[src/rtl/imem_loader.sv]
// imem_loader
//   Streams program words into instruction memory at consecutive addresses
//   starting at 0, holding the core (cpu_run=0) until the image is fully
//   written, then releasing it and exposing a wrapping 32-bit checksum of the
//   accepted words.
//
// Ports
//   CLK        system clock, all state changes on the rising edge
//   RST_N      synchronous active-low reset
//   start      begin a load (honoured in IDLE or DONE)
//   load_len   number of words to load, sampled with start (clamped to 2^ADDR_W)
//   in_data    program word
//   in_valid   in_data valid
//   in_ready   loader accepts a word this cycle
//   im_ADDRESS instruction-memory write address (registered)
//   im_DATA    instruction-memory write data (registered)
//   im_WE      instruction-memory write enable (registered, one cycle after accept)
//   busy       load in progress; top level selects im_ADDRESS over pc_out
//   done       load complete
//   cpu_run    gates uc_W_PC at top level; 0 freezes the PC
//   checksum   wrapping sum of all words accepted in the current load
module imem_loader #(
   parameter int unsigned ADDR_W = 10,
   parameter int unsigned DATA_W = 32
) (
   input  logic              CLK,
   input  logic              RST_N,
   input  logic              start,
   input  logic [ADDR_W:0]   load_len,
   input  logic [DATA_W-1:0] in_data,
   input  logic              in_valid,
   output logic              in_ready,
   output logic [ADDR_W-1:0] im_ADDRESS,
   output logic [DATA_W-1:0] im_DATA,
   output logic              im_WE,
   output logic              busy,
   output logic              done,
   output logic              cpu_run,
   output logic [DATA_W-1:0] checksum
);

   typedef enum logic [1:0] {
      S_IDLE,
      S_LOAD,
      S_DONE
   } state_t;

   localparam logic [ADDR_W:0] MAX_LEN = {1'b1, {ADDR_W{1'b0}}};

   state_t            r_state;
   state_t            w_next;

   logic [ADDR_W:0]   r_cnt;
   logic [ADDR_W:0]   r_len;
   logic [ADDR_W-1:0] r_addr;
   logic [DATA_W-1:0] r_data;
   logic              r_we;
   logic [DATA_W-1:0] r_sum;

   logic [ADDR_W:0]   w_len_clamped;
   logic              w_last;
   logic              w_accept;
   logic              w_start_ok;

   assign w_len_clamped = (load_len > MAX_LEN) ? MAX_LEN : load_len;
   // Counter is one bit wider than the address so a full 2^ADDR_W load
   // can be compared against its length without wrapping.
   assign w_last        = ((r_cnt + 1'b1) == r_len);

   assign im_ADDRESS = r_addr;
   assign im_DATA    = r_data;
   assign im_WE      = r_we;
   assign checksum   = r_sum;

   always_ff @(posedge CLK) begin
      if (!RST_N) begin
         r_state <= S_IDLE;
      end else begin
         r_state <= w_next;
      end
   end

   always_comb begin
      w_next     = r_state;
      in_ready   = 1'b0;
      busy       = 1'b0;
      done       = 1'b0;
      cpu_run    = 1'b0;
      w_accept   = 1'b0;
      w_start_ok = 1'b0;
      case (r_state)
         S_IDLE: begin
            if (start) begin
               w_start_ok = 1'b1;
               w_next     = (w_len_clamped == '0) ? S_DONE : S_LOAD;
            end
         end
         S_LOAD: begin
            in_ready = 1'b1;
            busy     = 1'b1;
            w_accept = in_valid;
            if (in_valid && w_last) begin
               w_next = S_DONE;
            end
         end
         S_DONE: begin
            // The final write lands in the first DONE cycle; keep the core
            // held (and the address mux on the loader) until it has retired.
            busy    = r_we;
            done    = ~r_we;
            cpu_run = ~r_we;
            if (start) begin
               w_start_ok = 1'b1;
               w_next     = (w_len_clamped == '0) ? S_DONE : S_LOAD;
            end
         end
         default: begin
            w_next = S_IDLE;
         end
      endcase
   end

   always_ff @(posedge CLK) begin
      if (!RST_N) begin
         r_cnt  <= '0;
         r_len  <= '0;
         r_addr <= '0;
         r_data <= '0;
         r_we   <= 1'b0;
         r_sum  <= '0;
      end else begin
         r_we <= w_accept;
         if (w_start_ok) begin
            r_len <= w_len_clamped;
            r_cnt <= '0;
            r_sum <= '0;
         end
         if (w_accept) begin
            r_addr <= r_cnt[ADDR_W-1:0];
            r_data <= in_data;
            r_cnt  <= r_cnt + 1'b1;
            r_sum  <= r_sum + in_data;
         end
      end
   end

endmodule

[config.mk]
export PLATFORM = sky130hd
export DESIGN_NAME = imem_loader
export DESIGN_NICKNAME = d
export VERILOG_FILES = /design/src/rtl/imem_loader.sv
export SDC_FILE = /design/constraint.sdc
export NUM_CORES = 1
export LEC_CHECK = 0
export ABC_CLOCK_PERIOD_IN_PS = 4050
export BUFFER_PORTS_ARGS = -buffer_cell sky130_fd_sc_hd__buf_2
export CAP_MARGIN = 5
export CORE_UTILIZATION = 45
export DETAILED_ROUTE_END_ITERATION = 7
export PLACE_DENSITY = 0.72
export SLEW_MARGIN = 20
export SYNTH_ARGS = -nofsm -noshare
export SYNTH_HDL_FRONTEND = slang
export SYNTH_SLANG_ARGS = --single-unit
[constraint.sdc]
create_clock -name CLK -period 4.05 [get_ports CLK]
set_clock_uncertainty 0.2 [all_clocks]
set_input_delay 0.2025 -clock CLK [delete_from_list [all_inputs] [get_ports CLK]]
set_output_delay 0.2025 -clock CLK [all_outputs]
set_load 0.05 [all_outputs]
==> results.py, run 1 <==
metrics = {
    "clock_tree": {
        "clockRootBuffer": "clkbuf_16",
        "cts-resized-gates": 0,
        "cts_made_buffers": 9,
        "htreeDepth": 3,
        "worst_skew_pair.late_latency_ns": 0.36,
        "cts_tree": "yes",
        "clk_pin_slew_worst_paths_ns": 0.07,
        "post-cts-setup-buffers": 0,
        "cts_sinks": 99,
        "cts_hold_buf": 32,
        "cts.path.max_buffers": 2,
    },
    "logic_synthesis": {
        "yosys-top-cells-area": "dfxtp_1 36%, nand2_1 10%, ha_1 7.9%, a21boi_0 6.0%, o21ai_0 4.9%",
        "synth-seq-area-share_pct": 35.8,
        "synth_xor_area_share_pct": 6.00,
        "synth_warnings": 0,
        "synth.avg_cell_area_um2": 8.07,
        "yosys.area_share.adder_pct": 8.28,
        "synth.mux.area_fraction_pct": 0.724,
        "synth_top_family_by_area": "compound AO/OA/AOI/OAI gates",
        "synthSimpleGateAreaFrac_pct": 22.1,
        "synth-compound-area-share_pct": 23.4,
        "number_of_synthesized_flops_with_an_enable_pin": 0,
        "number_of_synthesized_register_bits": 99,
        "async_reset_ff_share_pct": 0,
        "netlist_area_mm2": 0.00553,
        "yosys.area.top_type_share_pct": 35.8,
        "synthDistinctLibCells": 59,
        "syn-instance-count": 685,
        "ys_dominant_reg_cell": "dfxtp_1",
        "syn_nets": 768,
        "yosysTopAreaCell": "dfxtp_1",
    },
    "floorplanning": {
        "die_w_um": 113,
        "io_pins": 126,
        "start_util_pct": 46.0,
        "die_height_um": 113,
        "placeableCoreArea_mm2": 0.0120,
        "std_cell_rows": 40,
        "die_outline_area_mm2": 0.0127,
    },
    "global_route": {
        "grt_pass1_vias": 5155,
        "overflow": 0,
        "wire_length_of_the_first_global_routing_pass_um": 24300,
        "grt_antenna_before_repair": 0,
        "globalRouteTotalUtil_pct": 23.6,
        "maximum_number_of_pins_on_one_net_before_global_route_repair": 68,
    },
    "setup_path": {
        "register_to_register_setup_slack_ns": 0.83,
        "kind_of_cell_with_the_highest_combined_delay_on_the_critical_path": "compound AO/OA/AOI/OAI gates",
        "slowest_stage": "dlygate4sd3_1",
        "crit_path_end_kind": "flop",
        "crit-reg2reg-capture": "checksum[30]$_SDFFE_PN0P_",
        "critPathMaxFanout": 5,
        "required_ns": 4.09,
        "worstReg2RegStart": "checksum[0]$_SDFFE_PN0P_",
        "critical-path-max-stage-delay_ns": 0.54,
        "ff2ff_path_depth": 12,
        "worst-setup-path-type": "in -> reg",
        "arrival_ns": 3.45,
        "critPathBufInv": 3,
        "cp_cell_sequence": "dlygate4sd3_1 -> buf_2 -> ha_1 -> inv_1 -> fa_1 -> nand2b_1 -> a21oi_1 -> o311ai_1 -> o2111ai_1 -> nor2b_1 -> a311o_1 -> a221oi_1 -> xor2_1 -> o21ai_1",
        "worstSetupStartpointType": "input pin",
    },
    "route": {
        "route.antenna.remaining_nets": 0,
        "route.detailed.wl_per_inst_um": 15.1,
        "postRouteWirelength_um": 14700,
        "via_per_inst": 5.48,
        "detail_route.first_pass.iterations": 5,
        "remaining_drc_errors": 0,
        "routed-via-count": 5337,
        "first_iter_violations": 287,
    },
    "final_layout": {
        "final_core_area_utilization_pct": 56.9,
        "syn_to_final_growth_pct": 23.5,
        "antenna-diode-count": 0,
        "drive_above_1_share_pct": 19.2,
        "nets": 905,
        "final_design_area_no_fill_mm2": 0.00683,
    },
    "sta": {
        "worst_slew_pin_slew_ns": 0.985,
        "timing.final.ws_setup_ns": 0.643,
        "final-setup-viol-count": 0,
        "slew_headroom_pct": 34.3,
        "post_route_setup_tns_ns": 0,
        "finalHoldWorstSlack_ns": 0.0369,
        "final_hold_viol_count": 0,
        "fmax_mhz": 294,
        "min_period_over_period_pct": 84.1,
        "finalMaxSlewViolations": 0,
        "unrepaired_setup_endpoints_after_global_routing": "no",
        "final.min_clock_period_ns": 3.41,
    },
    "place": {
        "routabilityCongestion": 0.878,
        "place_area_mm2": 0.00622,
        "post-dp-hpwl_um": 10200,
        "dp_worst_setup_slack_ns": 0.835,
        "buffer_ports.inserted": 125,
    },
    "power": {
        "worst_ir_drop_vdd_mv": 0.266,
        "power.internal_mw": 1.72,
        "p_clk_share_pct": 33.5,
        "powerDensity_mw_per_mm2": 379,
        "power.net_switching_uw": 870,
        "swShare_pct": 33.7,
        "share_comb_of_total_power_pct": 25.4,
        "fraction_of_power_consumed_by_sequential_logic_pct": 41.0,
        "total_leakage_power_nw": 3.02,
    },
    "worst_hold_path": {
        "min_to": "r_len[10]$_SDFFE_PN0P_",
        "hold_path_depth": 3,
        "worstHoldStart": "load_len[10]",
        "timing.hold.worst.class": "in -> reg",
    },
    "flow_run": {
        "maxCapViolations": 0,
    },
    "outcome": {
        "status": "finished clean",
    },
}
[final cells by class]
type	count	area, um2
inverter	11	41.3
sequential	99	1980
timing repair buffer	162	983
clock buffer	9	225
multi-input combinational	539	3350
tap	147	184
fill	1129	5180
clock inverter	7	68.8
[flip-flops by register name, indices dropped and copies added (netlist names)]
signal      flops
r_cnt          11
checksum       32
im_DATA        32
r_len          11
im_ADDRESS     10
r_state         2
im_WE           1
[through the flow]
| stage | instances | power, mW |
|---|---|---|
| 3_5_place_dp | 926 | 1.71 |
| 4_1_cts | 974 | 2.60 |
| 2_1_floorplan | 685 | 1.55 |
| 3_3_place_gp | 926 | 1.69 |
| 6_report | 974 | 2.59 |
| 5_1_grt | 974 | 2.70 |
[tightest hold or removal path, cell delays in order]
cell and delay, ns:
buf_2 0.17, nand2_1 0.09, a21boi_0 0.08
[cell families (layout without fill, tap and decap cells)]
kind of cell | count (synthesis) | count (layout)
AO/OA/AOI/OAI | 203 | 203
multiplexers | 4 | 4
flip-flops | 99 | 99
buffers and inverters | 47 | 189
adder cells (fa/ha/maj) | 36 | 36
AND/OR/NAND/NOR | 259 | 259
XOR/XNOR | 37 | 37
[synth_stat cells, types with 3 or more instances]
cell type / count
o21ai_1: 3
nor2_1: 17
a211oi_1: 5
and3_1: 7
a31oi_1: 6
a21boi_0: 44
nand4_1: 6
a21oi_1: 48
mux2i_1: 4
o21ai_0: 54
nor3_1: 11
and2_1: 5
nand2b_1: 6
nor2b_1: 21
nand2_1: 147
o21bai_1: 3
a21o_1: 13
clkbuf_1: 29
nor3b_1: 10
o21a_1: 3
inv_1: 11
a22oi_1: 3
dfxtp_1: 99
xor2_1: 21
o31ai_1: 3
ha_1: 35
xnor2_1: 15
buf_4: 3
nand3_1: 15
a22o_1: 3
[power groups by stage]
stage	clock [mW]	sequential, mW	combinational (mW)
global route	0.917	1.07	0.714
CTS	0.882	1.06	0.656
floorplan	0	1.21	0.338
finish	0.867	1.06	0.658
detailed placement	0	1.08	0.629
global placement	0	1.08	0.615
[worst max-delay path by stage]
stage	start	end	cells past startpoint
after floorplan	checksum[0]$_SDFFE_PN0P_	checksum[30]$_SDFFE_PN0P_	12
after global placement	in_data[0]	checksum[30]$_SDFFE_PN0P_	13
after detailed placement	in_data[0]	checksum[30]$_SDFFE_PN0P_	13
after CTS	in_data[0]	checksum[30]$_SDFFE_PN0P_	14
after global routing	in_data[0]	checksum[30]$_SDFFE_PN0P_	14
final	in_data[0]	checksum[30]$_SDFFE_PN0P_	14
[metal layers]
metal,up-vias,wire length (um),GRT usage (%)
li1,2674,-,-
met1,2487,6490,28.0
met2,145,7190,41.5
met3,31,661,4.61
met4,0,381,10.4
met5,-,0,0
[placed cells by master, fill, tap and decap left out, types with 17 or more instances in the layout]
cell type        n
nor2_1          17
nor2b_1         21
dlygate4sd3_1   32
nand2_1        146
o21ai_0         54
ha_1            35
dfxtp_1         99
a21oi_1         48
a21boi_0        44
xor2_1          21
buf_2          125
No activity file was read; power rests on OpenSTA's default activity.
==> run 2: changes to the inputs <==
--- a/config.mk
+++ b/config.mk
@@ -5,7 +5,7 @@
 export SDC_FILE = /design/constraint.sdc
 export NUM_CORES = 1
 export LEC_CHECK = 0
-export ABC_CLOCK_PERIOD_IN_PS = 4050
+export ABC_CLOCK_PERIOD_IN_PS = 3400
 export BUFFER_PORTS_ARGS = -buffer_cell sky130_fd_sc_hd__buf_2
 export CAP_MARGIN = 5
 export CORE_UTILIZATION = 45
==> constraint.sdc (replaced) <==
create_clock -name CLK -period 3.4 [get_ports CLK]
set_clock_uncertainty 0.2 [all_clocks]
set_input_delay 0.17 -clock CLK [delete_from_list [all_inputs] [get_ports CLK]]
set_output_delay 0.17 -clock CLK [all_outputs]
set_load 0.05 [all_outputs]
==> run 2 against run 1 <==
  * Register-to-register slack worse by 0.50 ns
  * Design area up 0.95%
  * Worst hold slack better by 0.012 ns
  * Flip-flop and latch count unchanged
  * Core utilization up 0.54 points
  * Die area unchanged
  * Clock power up 23%
  * Clock-buffer cell count up 1
  * Global-route usage down 0.10 points
  * Highest routed layer unchanged
==> results.py, run 2 (synthesized netlist as in run 1, its figures left out) <==
metrics = {
    "sta": {
        "post_route_setup_tns_ns": 0,
        "unrepaired_setup_endpoints_after_global_routing": "no",
        "worst_slew_pin_slew_ns": 0.721,
        "timing.final.ws_setup_ns": 0.204,
        "final_hold_viol_count": 0,
        "finalMaxSlewViolations": 0,
        "min_period_over_period_pct": 94.0,
        "final-setup-viol-count": 0,
        "final.min_clock_period_ns": 3.20,
        "slew_headroom_pct": 52.0,
        "fmax_mhz": 313,
    },
    "setup_path": {
        "crit-reg2reg-capture": "r_state[1]$_SDFFE_PN0P_",
        "required_ns": 3.44,
        "worstSetupStartpointType": "input pin",
        "arrival_ns": 3.23,
        "crit_path_end_kind": "flop",
        "worstReg2RegStart": "r_cnt[0]$_SDFFE_PN0P_",
        "register_to_register_setup_slack_ns": 0.33,
        "ff2ff_path_depth": 10,
        "critPathMaxFanout": 5,
        "worst-setup-path-type": "in -> reg",
    },
    "final_layout": {
        "final-seq-area_mm2": 0.00198,
        "n_fill_cell": 1109,
        "antenna-diode-count": 0,
        "layout.cells.most_common": "nand2_1",
        "drive_above_1_share_pct": 19.8,
        "syn_to_final_growth_pct": 24.7,
        "nets": 908,
        "commonest_cells_after_routing_fill_and_taps_aside": "146 x nand2_1, 125 x buf_2, 99 x dfxtp_1",
        "multiInputGateArea_mm2": 0.00337,
    },
    "clock_tree": {
        "htreeDepth": 3,
        "worst_skew_pair.late_latency_ns": 0.35,
        "cts_sinks": 99,
        "post-cts-setup-buffers": 0,
        "clockRootBuffer": "clkbuf_16",
        "cts_tree": "yes",
        "clk_pin_slew_worst_paths_ns": 0.07,
        "cts_made_buffers": 9,
        "cts.path.max_buffers": 2,
    },
    "route": {
        "detail_route.first_pass.iterations": 4,
        "route.antenna.remaining_nets": 0,
        "first_iter_violations": 239,
        "route.detailed.wl_per_inst_um": 14.8,
        "routed-via-count": 5359,
        "remaining_drc_errors": 0,
        "via_per_inst": 5.49,
        "postRouteWirelength_um": 14500,
    },
    "place": {
        "routabilityCongestion": 0.876,
        "dp_worst_setup_slack_ns": 0.262,
        "buffer_ports.inserted": 125,
        "post-dp-hpwl_um": 10200,
    },
    "floorplanning": {
        "die_w_um": 113,
        "std_cell_rows": 40,
        "die_height_um": 113,
        "io_pins": 126,
        "die_outline_area_mm2": 0.0127,
        "placeableCoreArea_mm2": 0.0120,
        "start_util_pct": 46.0,
    },
    "global_route": {
        "grt_use_met1_pct": 27.9,
        "grt_pass1_vias": 5205,
        "grt_antenna_before_repair": 0,
        "maximum_number_of_pins_on_one_net_before_global_route_repair": 47,
        "overflow": 0,
        "global_route.usage.met2_pct": 41.3,
        "busiest_layer": "met2",
        "grt_use_met3_pct": 5.68,
        "wire_length_of_the_first_global_routing_pass_um": 24100,
        "globalRouteTotalUtil_pct": 23.5,
    },
    "outcome": {
        "status": "finished clean",
    },
    "worst_hold_path": {
        "worstHoldStart": "load_len[5]",
        "timing.hold.worst.class": "in -> reg",
        "hold_path_depth": 4,
        "min_to": "r_len[5]$_SDFFE_PN0P_",
    },
    "power": {
        "total_leakage_power_nw": 3.04,
        "total_power_mw": 3.12,
        "worst_ir_drop_vdd_mv": 0.314,
        "powerDensity_mw_per_mm2": 452,
    },
    "flow_run": {
        "maxCapViolations": 0,
    },
}
[run 2: report_power, final]
group	switching (mW)	internal [mW]
Sequential	0.0446	1.22
Clock	0.470	0.598
Combinational	0.524	0.260
Total	1.04	2.08
[run 2: area by class of cell]
class,instances,area share (%)
Sequential cell,99,28.7
Clock inverter,6,1.05
Tap cell,147,2.67
Multi-Input combinational cell,539,48.8
Inverter,11,0.599
Timing Repair Buffer,165,14.7
Clock buffer,10,3.47
[run 2: metal layers]
metal	vias to the layer above	share of wire, %	routed length, um
met4	0	2.1	308
met1	2518	44	6390
met3	27	5.1	738
met5	-	0	0
li1	2676	-	-
met2	138	49	7030
[run 2: timing repair]
item | CTS | global route
endpoints found under the hold margin | 35 | 0
setup endpoints to repair | 0 | 1
hold buffers | 34 | 0
resized for setup | 0 | 4
[run 2: how the worst max path moves through the flow]
stage,from,to,cells after the start
3_3_place_gp,checksum[0]$_SDFFE_PN0P_,checksum[30]$_SDFFE_PN0P_,12
2_1_floorplan,checksum[0]$_SDFFE_PN0P_,checksum[30]$_SDFFE_PN0P_,12
5_1_grt,in_data[1],checksum[31]$_SDFFE_PN0P_,12
4_1_cts,in_data[0],checksum[30]$_SDFFE_PN0P_,14
3_5_place_dp,checksum[0]$_SDFFE_PN0P_,checksum[30]$_SDFFE_PN0P_,12
6_report,in_data[0],checksum[30]$_SDFFE_PN0P_,14
[run 2: per-stage QoR]
stage | cell area [um2] | util (%) | hold WS, ns | cells
CTS | 6880 | 57.3 | 0.0386 | 977
finish | 6900 | 57.4 | 0.0485 | 977
detailed placement | 6220 | 51.8 | 0.250 | 927
global route | 6900 | 57.4 | 0.0562 | 977
floorplan | 5530 | - | 0.115 | 685
global placement | 6220 | 51.8 | 0.243 | 927
[run 2: critical path, cell delays in order]
cell and delay (ns):
dlygate4sd3_1 0.55, buf_2 0.14, ha_1 0.22, inv_1 0.08, fa_1 0.18, nand2b_1 0.17, a21oi_2 0.11, o311ai_2 0.37
o2111ai_1 0.16, nor2b_2 0.21, a311o_1 0.37, a221oi_2 0.27, xor2_1 0.17, o21ai_1 0.06
